$ cat src/rtl/rv16_fetch_unit.sv
// ---------------------------------------------------------------------------
// rv16_fetch_unit
//
// Instruction-fetch front end for the RV16 pipeline. It drives a synchronous
// instruction memory (data returns one cycle after the request), buffers the
// returned words with their PCs in a DEPTH-entry prefetch queue, and hands
// them to decode with a valid/ready handshake. A taken-branch redirect
// flushes the queue, discards any response still in flight and restarts
// fetch at the target. The target is clamped to PC_LIMIT. Fetch halts after
// PC_LIMIT has been issued.
//
// Parameters
//   XLEN      PC / instruction width
//   DEPTH     prefetch queue entries (power of two, >= 2)
//   PC_LIMIT  highest fetchable address
//
// Ports
//   i_clk             clock, all state on rising edge
//   i_rst             asynchronous reset, active low
//   o_imem_req        instruction read request this cycle
//   o_imem_addr       read address (current PC)
//   i_imem_rdata      read data, valid one cycle after o_imem_req
//   i_redirect_valid  taken branch: flush and refetch
//   i_redirect_pc     branch target
//   o_id_valid        queue head valid
//   o_id_instr        head instruction
//   o_id_pc           head PC
//   i_id_ready        decode accepts head (low = stall)
//   o_queue_count     entries currently held
//
// Optional build macro RV16_FETCH_PERF_EN adds two saturating 16-bit counters:
//   o_redirect_cnt    cycles with i_redirect_valid
//   o_stall_cnt       cycles with o_id_valid & !i_id_ready
// ---------------------------------------------------------------------------
module rv16_fetch_unit #(
  parameter int              XLEN     = 16,
  parameter int              DEPTH    = 4,
  parameter logic [XLEN-1:0] PC_LIMIT = 16'h0FFF
) (
  input  logic                       i_clk,
  input  logic                       i_rst,
  output logic                       o_imem_req,
  output logic [XLEN-1:0]            o_imem_addr,
  input  logic [XLEN-1:0]            i_imem_rdata,
  input  logic                       i_redirect_valid,
  input  logic [XLEN-1:0]            i_redirect_pc,
  output logic                       o_id_valid,
  output logic [XLEN-1:0]            o_id_instr,
  output logic [XLEN-1:0]            o_id_pc,
  input  logic                       i_id_ready,
  output logic [$clog2(DEPTH+1)-1:0] o_queue_count
`ifdef RV16_FETCH_PERF_EN
  ,
  output logic [15:0]                o_redirect_cnt,
  output logic [15:0]                o_stall_cnt
`endif
);

  localparam int CW = $clog2(DEPTH + 1);
  localparam int PW = $clog2(DEPTH);

  typedef enum logic [1:0] {
    ST_RESET = 2'd0,
    ST_RUN   = 2'd1,
    ST_HALT  = 2'd2
  } state_t;

  state_t          r_state;
  logic [XLEN-1:0] r_pc;
  logic            r_inflight;
  logic [XLEN-1:0] r_req_pc;

  logic [XLEN-1:0] r_qinstr [DEPTH];
  logic [XLEN-1:0] r_qpc    [DEPTH];
  logic [PW-1:0]   r_head;
  logic [PW-1:0]   r_tail;
  logic [CW-1:0]   r_count;

  logic            w_pop;
  logic            w_kill;
  logic            w_push;
  logic [CW:0]     w_occ;
  logic            w_issue;
  logic [XLEN-1:0] w_target;

  // Handshake, kill and issue decisions. A redirect overrides everything in
  // its cycle: no pop, the in-flight response is killed and no new request
  // goes out. The request is combinational because the redirect has to
  // suppress it in the same cycle.
  always_comb begin
    w_pop    = o_id_valid & i_id_ready & ~i_redirect_valid;
    w_kill   = r_inflight & i_redirect_valid;
    w_push   = r_inflight & ~w_kill;
    // Slots already promised: held entries plus the response on its way,
    // minus the entry leaving this cycle.
    w_occ    = {1'b0, r_count} + {{CW{1'b0}}, r_inflight} - {{CW{1'b0}}, w_pop};
    w_issue  = (r_state == ST_RUN) & ~i_redirect_valid & (w_occ < (CW+1)'(DEPTH));
    w_target = (i_redirect_pc > PC_LIMIT) ? PC_LIMIT : i_redirect_pc;
  end

  assign o_imem_req    = w_issue;
  assign o_imem_addr   = r_pc;
  assign o_queue_count = r_count;
  assign o_id_valid    = (r_count != '0);
  // Storage is not reset, so the head is masked while the queue is empty.
  assign o_id_instr    = o_id_valid ? r_qinstr[r_head] : '0;
  assign o_id_pc       = o_id_valid ? r_qpc[r_head]    : '0;

  // Fetch state machine and PC. After issuing PC_LIMIT the PC parks there
  // and only a redirect restarts fetching.
  always_ff @(posedge i_clk or negedge i_rst) begin
    if (!i_rst) begin
      r_state    <= ST_RESET;
      r_pc       <= '0;
      r_inflight <= 1'b0;
      r_req_pc   <= '0;
    end else begin
      r_inflight <= w_issue;
      if (w_issue) begin
        r_req_pc <= r_pc;
      end
      if (i_redirect_valid) begin
        r_state <= ST_RUN;
        r_pc    <= w_target;
      end else begin
        case (r_state)
          ST_RESET: r_state <= ST_RUN;
          ST_RUN: begin
            if (w_issue) begin
              if (r_pc == PC_LIMIT) begin
                r_state <= ST_HALT;
              end else begin
                r_pc <= r_pc + XLEN'(1);
              end
            end
          end
          ST_HALT: r_state <= ST_HALT;
          default: r_state <= ST_RESET;
        endcase
      end
    end
  end

  // Queue pointers and occupancy. Pointers wrap naturally because DEPTH is
  // a power of two; the count alone tells full from empty.
  always_ff @(posedge i_clk or negedge i_rst) begin
    if (!i_rst) begin
      r_head  <= '0;
      r_tail  <= '0;
      r_count <= '0;
    end else if (i_redirect_valid) begin
      r_head  <= '0;
      r_tail  <= '0;
      r_count <= '0;
    end else begin
      if (w_push) begin
        r_tail <= r_tail + PW'(1);
      end
      if (w_pop) begin
        r_head <= r_head + PW'(1);
      end
      r_count <= r_count + CW'(w_push) - CW'(w_pop);
    end
  end

  // Queue storage: the response is tagged with the PC of the request that
  // produced it.
  always_ff @(posedge i_clk) begin
    if (w_push) begin
      r_qinstr[r_tail] <= i_imem_rdata;
      r_qpc[r_tail]    <= r_req_pc;
    end
  end

`ifdef RV16_FETCH_PERF_EN
  logic [15:0] r_redirect_cnt;
  logic [15:0] r_stall_cnt;

  // Saturating event counters for redirects and decode back-pressure.
  always_ff @(posedge i_clk or negedge i_rst) begin
    if (!i_rst) begin
      r_redirect_cnt <= '0;
      r_stall_cnt    <= '0;
    end else begin
      if (i_redirect_valid && (r_redirect_cnt != 16'hFFFF)) begin
        r_redirect_cnt <= r_redirect_cnt + 16'd1;
      end
      if (o_id_valid && !i_id_ready && (r_stall_cnt != 16'hFFFF)) begin
        r_stall_cnt <= r_stall_cnt + 16'd1;
      end
    end
  end

  assign o_redirect_cnt = r_redirect_cnt;
  assign o_stall_cnt    = r_stall_cnt;
`endif

endmodule
$ cat config.mk
export PLATFORM = sky130hd
export DESIGN_NAME = rv16_fetch_unit
export DESIGN_NICKNAME = d
export VERILOG_FILES = /design/src/rtl/rv16_fetch_unit.sv
export SDC_FILE = /design/constraint.sdc
export NUM_CORES = 1
export LEC_CHECK = 0
export CAP_MARGIN = 20
export CORE_UTILIZATION = 29
export DETAILED_ROUTE_END_ITERATION = 10
export GPL_ROUTABILITY_DRIVEN = 0
export GPL_TIMING_DRIVEN = 1
export PLACE_DENSITY_LB_ADDON = 0.12
export SLEW_MARGIN = 20
export SYNTH_ARGS = -nofsm -noshare
export SYNTH_HDL_FRONTEND = slang
export SYNTH_SLANG_ARGS = --single-unit
$ cat constraint.sdc
create_clock -name i_clk -period 5.5 [get_ports i_clk]
set_clock_uncertainty 0.15 [all_clocks]
set_input_delay 1.65 -clock i_clk [delete_from_list [all_inputs] [get_ports i_clk]]
set_output_delay 1.65 -clock i_clk [all_outputs]
set_load 0.03 [all_outputs]
==> metrics.txt, run 1 <==
outcome=finished clean; Post-Route WL=around 16000 um; die span in x=between 150 and 200 um; mux cell area share after synthesis=0.106; final setup margin=0.176 ns; RSZ-0062 raised after global routing=no; initial antenna violation count=0; share of post-route cells with drive strength above 1=0.164; CTS hold repair buffers=0; max incr delay on CP=0.48 ns; Final period util=0.968; final HPWL from detailed placement=9450 um; DIE AREA=25000 um2; synthesis-to-finish area growth=26.3%; buffers and inverters on the worst path=4; drt first pass iters=4; final hold violations=0; Setup crit start kind=primary input; Worst-Skew Late Latency=about 0.43 ns; Max Fclk=188 MHz; Yosys cell types=47; H-Tree Depth=4; Synth Area in Compound Gates=0.0382; Yosys warnings=0; GRT Total Usage=0.138; clk buf depth=2; Worst Path Required=3.70 ns; largest family of logic cells by synthesized area=simple AND/OR/NAND/NOR gates; IO Port Bufs=88; Core ar.=23700 um2; clock root buffer=clkbuf_16; Comb power frac=0.379; Iteration-0 DRC Markers=208; Async SR Flop Fraction=0.247; crit path kind=in2out; most frequent CP cell=ha_1; EDFF count, synth=128; Total Nets Final=595; clock group share of total power=0.249; DRC=0; vias in the first global route=approximately 4500; MaxCap Viol Count=0; sequential element share of the synthesized area=0.691; leading area contributor after synthesis=edfxtp_1; Pint=3.13 mW; pre-CTS setup slack=-0.397 ns; Post-Synth XOR/XNOR Area=0.00742; syn_area_per_cell=15.6 um2; # IOs=89; area fraction of the dominant cell type after synthesis=0.543; Initial Util=0.299; CP arrival=3.52 ns; Final setup viols=0; simple-gate portion of the synthesized area=0.112; Final min period=5.32 ns; Lkg Pwr=3.16 nW; Post-synth top flop=edfxtp_1; post-route ant nets=0; crit end category=output port; DIE HEIGHT=158 um; Yosys reg bits=between 150 and 200; CP max FO=3; Vias=4139; max-slew violation count=0; CP delay by family, top=simple AND/OR/NAND/NOR gates; critical path's slowest cell=or4_4; synthesized area=7080 um2; sw frac=0.358; Sw Pwr=1.75 mW; CTS clk-pin slew, worst paths=0.06 ns; post-synthesis adder-cell area fraction=0.0223; gr ovfl total=0; Slew HR=0.356; post-DR wirelength/cell=~18 um; Rows=56; Pwr per Cell Area=between 500 and 600 nW/um2; CP cell instances=buf_2 > nand2_4 > nor2_2 > ha_1 > inv_1 > ha_1 > and3b_1 > or4_4 > a21o_1 > inv_2 > buf_6; Syn Inst Count=453; first-pass GRT wire length=25000 um; TritonCTS clock tree=built; worst slew pin tran=slightly below 1 ns; Ant. Diodes=0; Peak supply drop=between 0.2 and 0.25 mV; Worst Hold Class=reg2reg; post-layout util=0.377; vias per cell=4.71; clk sink count=170; Num CTS Buffers=17; most area-consuming cells after synthesis=edfxtp_1 54%, dfrtp_1 15%, mux4_2 10%, and2_1 2.8%, nand2_1 2.5%; syn_nets=between 500 and 600; sequential share of power=0.372; largest net degree at the start of global routing=43
-- power by group through the flow --
stage | combinational (mW) | clock, mW | sequential (mW)
after CTS | 1.89 | 1.25 | 1.82
after global placement | 1.86 | 0 | 1.83
final | 1.85 | 1.22 | 1.81
after detailed placement | 1.88 | 0 | 1.84
after floorplan | 1.15 | 0 | 1.85
after global routing | 2.02 | 1.29 | 1.85
-- cell usage in the layout, fill, tap and decap left out, types with 12 or more instances in the layout --
master           netlist  final
edfxtp_1             128    128
clkdlybuf4s50_1        0     84
nand2_1               47     46
dfrtp_1               42     40
mux4_2                32     32
and2_1                32     32
nor2_1                21     20
clkbuf_16              0     17
inv_1                 15     14
and3_1                16     12
-- final timing paths --
check / startpoint / to / slack, ns / cells past startpoint
min in group asynchronous: i_rst / o_imem_addr[0]$_DFFE_PN0P_ / 1.06 / 1
max in group asynchronous: i_rst / r_head[0]$_DFFE_PN0P_ / 3.70 / 1
setup / recovery: i_id_ready / o_imem_req / 0.18 / 11
setup reg to reg: o_queue_count[0]$_DFF_PN0_ / o_imem_addr[15]$_DFFE_PN0P_ / 2.01 / 12
hold reg to reg: r_req_pc[1]$_DFFE_PN0P_ / r_qpc[3][1]$_DFFE_PP_ / 0.37 / 0
hold / removal: r_req_pc[1]$_DFFE_PN0P_ / r_qpc[3][1]$_DFFE_PP_ / 0.37 / 0
-- final cells by class --
cell class | instances | area (um2)
clock inverters | 15 | 171
inverters | 15 | 56.3
well taps | 319 | 399
clock buffers | 17 | 425
fillers | 2312 | 14700
multi-input cells | 245 | 2040
repair buffers | 98 | 948
flip-flops and latches | 170 | 4900
-- Yosys cell counts, drive strengths merged (5+ instances only) --
cell type,number
buf,7
inv,15
clkbuf,16
and2,32
edfxtp,128
nor3,10
ha,11
mux4,32
dfrtp,42
o21ai,8
or2,5
nand2,47
and3,16
nor2,21
nand3,6
-- timing repair --
action / in CTS / in global routing
pin swaps: 3 / 0
cloned: 0 / 0
buffers inserted: 0 / 0
endpoints found under the setup margin: 1 / 1
resized for setup: 6 / 2
-- state kept, by name, indices dropped and copies added, names as in the netlist, 2 cells and up --
| register | flops |
|---|---|
| r_tail | 2 |
| r_state | 2 |
| o_queue_count | 3 |
| r_qinstr | 64 |
| o_imem_addr | 16 |
| r_req_pc | 16 |
| r_qpc | 64 |
| r_head | 2 |
-- layer usage --
| metal | vias to the layer above | part of all wire | global-route usage |
|---|---|---|---|
| met5 | - | 0 | 0 |
| met4 | 0 | 0.013 | 0.0481 |
| met3 | 19 | 0.045 | 0.0364 |
| met2 | 117 | 0.48 | 0.223 |
| met1 | 2106 | 0.47 | 0.177 |
| li1 | 1897 | - | - |
-- through the flow --
step	total power, mW	TNS (ns)	instances	hold WS (ns)	area (um2)
after CTS	4.96	0	879	0.377	8940
final	4.88	0	879	0.372	8940
after floorplan	2.99	0	453	0.326	7100
after detailed placement	3.72	-0.397	847	0.358	8340
after global placement	3.69	-0.328	847	0.341	8340
after global routing	5.16	0	879	0.399	8940
-- cell families after synthesis --
group,Yosys count
buf+inv,38
compound gates,37
xor+xnor,6
simple gates,155
mux,35
fa+ha+maj,12
flops,170
Power figures use the tool's default switching activity.
==> run 2, diff against run 1 <==
CAP_MARGIN = 15   (was 20)
SLEW_MARGIN = default   (was 20)
==> metrics.txt, run 2 (same netlist as run 1, synthesis figures left out) <==
drt first pass iters=4 (unchanged); CP arrival=3.52 ns (about the same); TritonCTS clock tree=built (unchanged); Lkg Pwr=3.16 nW (about the same); die span in x=158 um (unchanged); Worst R2R Path Depth=12 (unchanged); Sw Pwr=1.75 mW (about the same); final HPWL from detailed placement=9450 um (unchanged); final hold violations=0 (unchanged); DIE AREA=25000 um2 (unchanged); Max Fclk=188 MHz (about the same); gr ovfl total=0 (unchanged); worst slew pin tran=1.02 ns (was 0.966 ns); initial antenna violation count=0 (unchanged); area of placed instances=8340 um2 (unchanged); crit path kind=in2out (unchanged); MaxCap Viol Count=0 (unchanged); reg-to-reg setup timing slack=2.01 ns (about the same); Rows=56 (unchanged); Num CTS Buffers=17 (unchanged); Iteration-0 DRC Markers=208 (unchanged); hold worst-path end=r_qpc[3][1]$_DFFE_PP_ (unchanged); Core ar.=23700 um2 (unchanged); Ant. Diodes=0 (unchanged); FF-to-FF Start=o_queue_count[0]$_DFF_PN0_ (unchanged); RSZ-0062 raised after global routing=no (unchanged); Comb power frac=0.379 (about the same); Worst-Skew Late Latency=0.43 ns (about the same); Peak supply drop=0.246 mV (about the same); Post-Route Setup TNS=0 ns (unchanged); Setup crit start kind=primary input (unchanged); max-slew violation count=0 (unchanged); multi-input logic area=2040 um2 (unchanged); Final Instance Area=8940 um2 (about the same); R2R Path End=o_imem_addr[15]$_DFFE_PN0P_ (unchanged); post-route ant nets=0 (unchanged); CTS hold repair buffers=0 (unchanged); number of setup buffers added after CTS=0 (unchanged); final hold slack=0.372 ns (about the same); DIE HEIGHT=158 um (unchanged); share of post-route cells with drive strength above 1=0.164 (unchanged); worst hold path startpoint=r_req_pc[1]$_DFFE_PN0P_ (unchanged); Pwr per Cell Area=546 nW/um2 (was 545 nW/um2); clk buf depth=2 (unchanged); Hold Crit Depth=0 (unchanged); synthesis-to-finish area growth=26.2% (was 26.3%); post-DR wirelength/cell=18.1 um (about the same); # IOs=89 (unchanged); vias in the first global route=4488 (unchanged); biggest regs=r_qinstr (64), r_qpc (64) (unchanged); post-layout util=0.377 (about the same); H-Tree Depth=4 (unchanged); largest net degree at the start of global routing=43 (unchanged); Initial Util=0.299 (unchanged); Total Nets Final=595 (unchanged); most frequent cells in the layout=128 x edfxtp_1, 84 x clkdlybuf4s50_1, 46 x nand2_1 (unchanged); clock group share of total power=0.249 (about the same); Final min period=5.32 ns (about the same); Vias=4135 (was 4139); sequential share of power=0.372 (about the same); Pint=3.13 mW (about the same); critical path launch point=i_id_ready (unchanged); outcome=finished clean (unchanged); Final period util=0.968 (about the same); crit end category=output port (unchanged); sw frac=0.358 (about the same); clock root buffer=clkbuf_16 (unchanged); GRT Total Usage=0.138 (unchanged); Final setup viols=0 (unchanged); clk sink count=170 (unchanged); IO Port Bufs=88 (unchanged); most common cell after layout, fill and taps aside=edfxtp_1 (unchanged); Worst Hold Class=reg2reg (unchanged); FF/Latch Area=4900 um2 (unchanged); CP max FO=3 (unchanged); Slew HR=0.323 (was 0.356); CTS clk-pin slew, worst paths=0.06 ns (about the same); vias per cell=4.70 (was 4.71); first-pass GRT wire length=25000 um (unchanged); DRC=0 (unchanged); Post-Route WL=15900 um (about the same); fillers=2311 (was 2312); Worst Path Required=3.70 ns (about the same)
[run 2: cell counts in the layout (fill, tap and decap cells not counted)]
Identical to the previous run, type by type.
[run 2: through the flow]
stage | std cells | total power [mW] | setup WS, ns
floorplan | 453 | 2.99 | 0.0165
global placement | 847 | 3.69 | -0.328
detailed placement | 847 | 3.72 | -0.397
CTS | 879 | 4.96 | 0.0293
global route | 879 | 5.16 | 0.0887
finish | 879 | 4.88 | 0.176
[run 2: critical path: stages]
cell	delay, ns
buf_2	0.13
nand2_4	0.08
nor2_2	0.14
ha_1	0.16
inv_1	0.04
ha_1	0.25
and3b_1	0.17
or4_4	0.48
a21o_1	0.19
inv_2	0.09
buf_6	0.13
[run 2: power groups by stage]
stage | registers (mW) | clock network [mW] | logic (mW)
final | 1.81 | 1.22 | 1.85
after global routing | 1.85 | 1.29 | 2.02
after CTS | 1.82 | 1.25 | 1.89
after detailed placement | 1.84 | 0 | 1.88
after global placement | 1.83 | 0 | 1.86
after floorplan | 1.85 | 0 | 1.15
[run 2: worst max path at each step]
stage	endpoint	slack, ns	depth (start not counted)
after detailed placement	o_imem_req	-0.40	11
after global placement	o_imem_req	-0.33	11
final	o_imem_req	0.18	11
after CTS	o_imem_req	0.03	11
after global routing	o_imem_req	0.09	11
after floorplan	o_imem_req	0.02	12
[run 2: layout make-up]
class                   instances  area share
inverters                      15     0.00630
clock inverters                15      0.0192
multi-input cells             245       0.228
repair buffers                 98       0.106
flip-flops and latches        170       0.548
clock buffers                  17      0.0476
well taps                     319      0.0447
[run 2: metal layers]
layer	GRT usage	vias up	wire length [um]
li1	-	1896	-
met1	0.177	2101	7440
met2	0.223	119	7570
met3	0.0364	19	729
met4	0.0481	0	203
met5	0	-	0
[run 2: timing repair]
action / 4_1_cts / 5_1_grt
gates cloned: 0 / 0
endpoints found under the hold margin: 0 / 0
setup endpoints to repair: 1 / 1
gates resized for setup: 6 / 2
pin swaps: 3 / 0
==> run 3, diff against run 2 <==
TNS_END_PERCENT = 5   (was default)
==> results of run 3 <==
No change in the layout: final DEF, timing and power equal those of run 2.
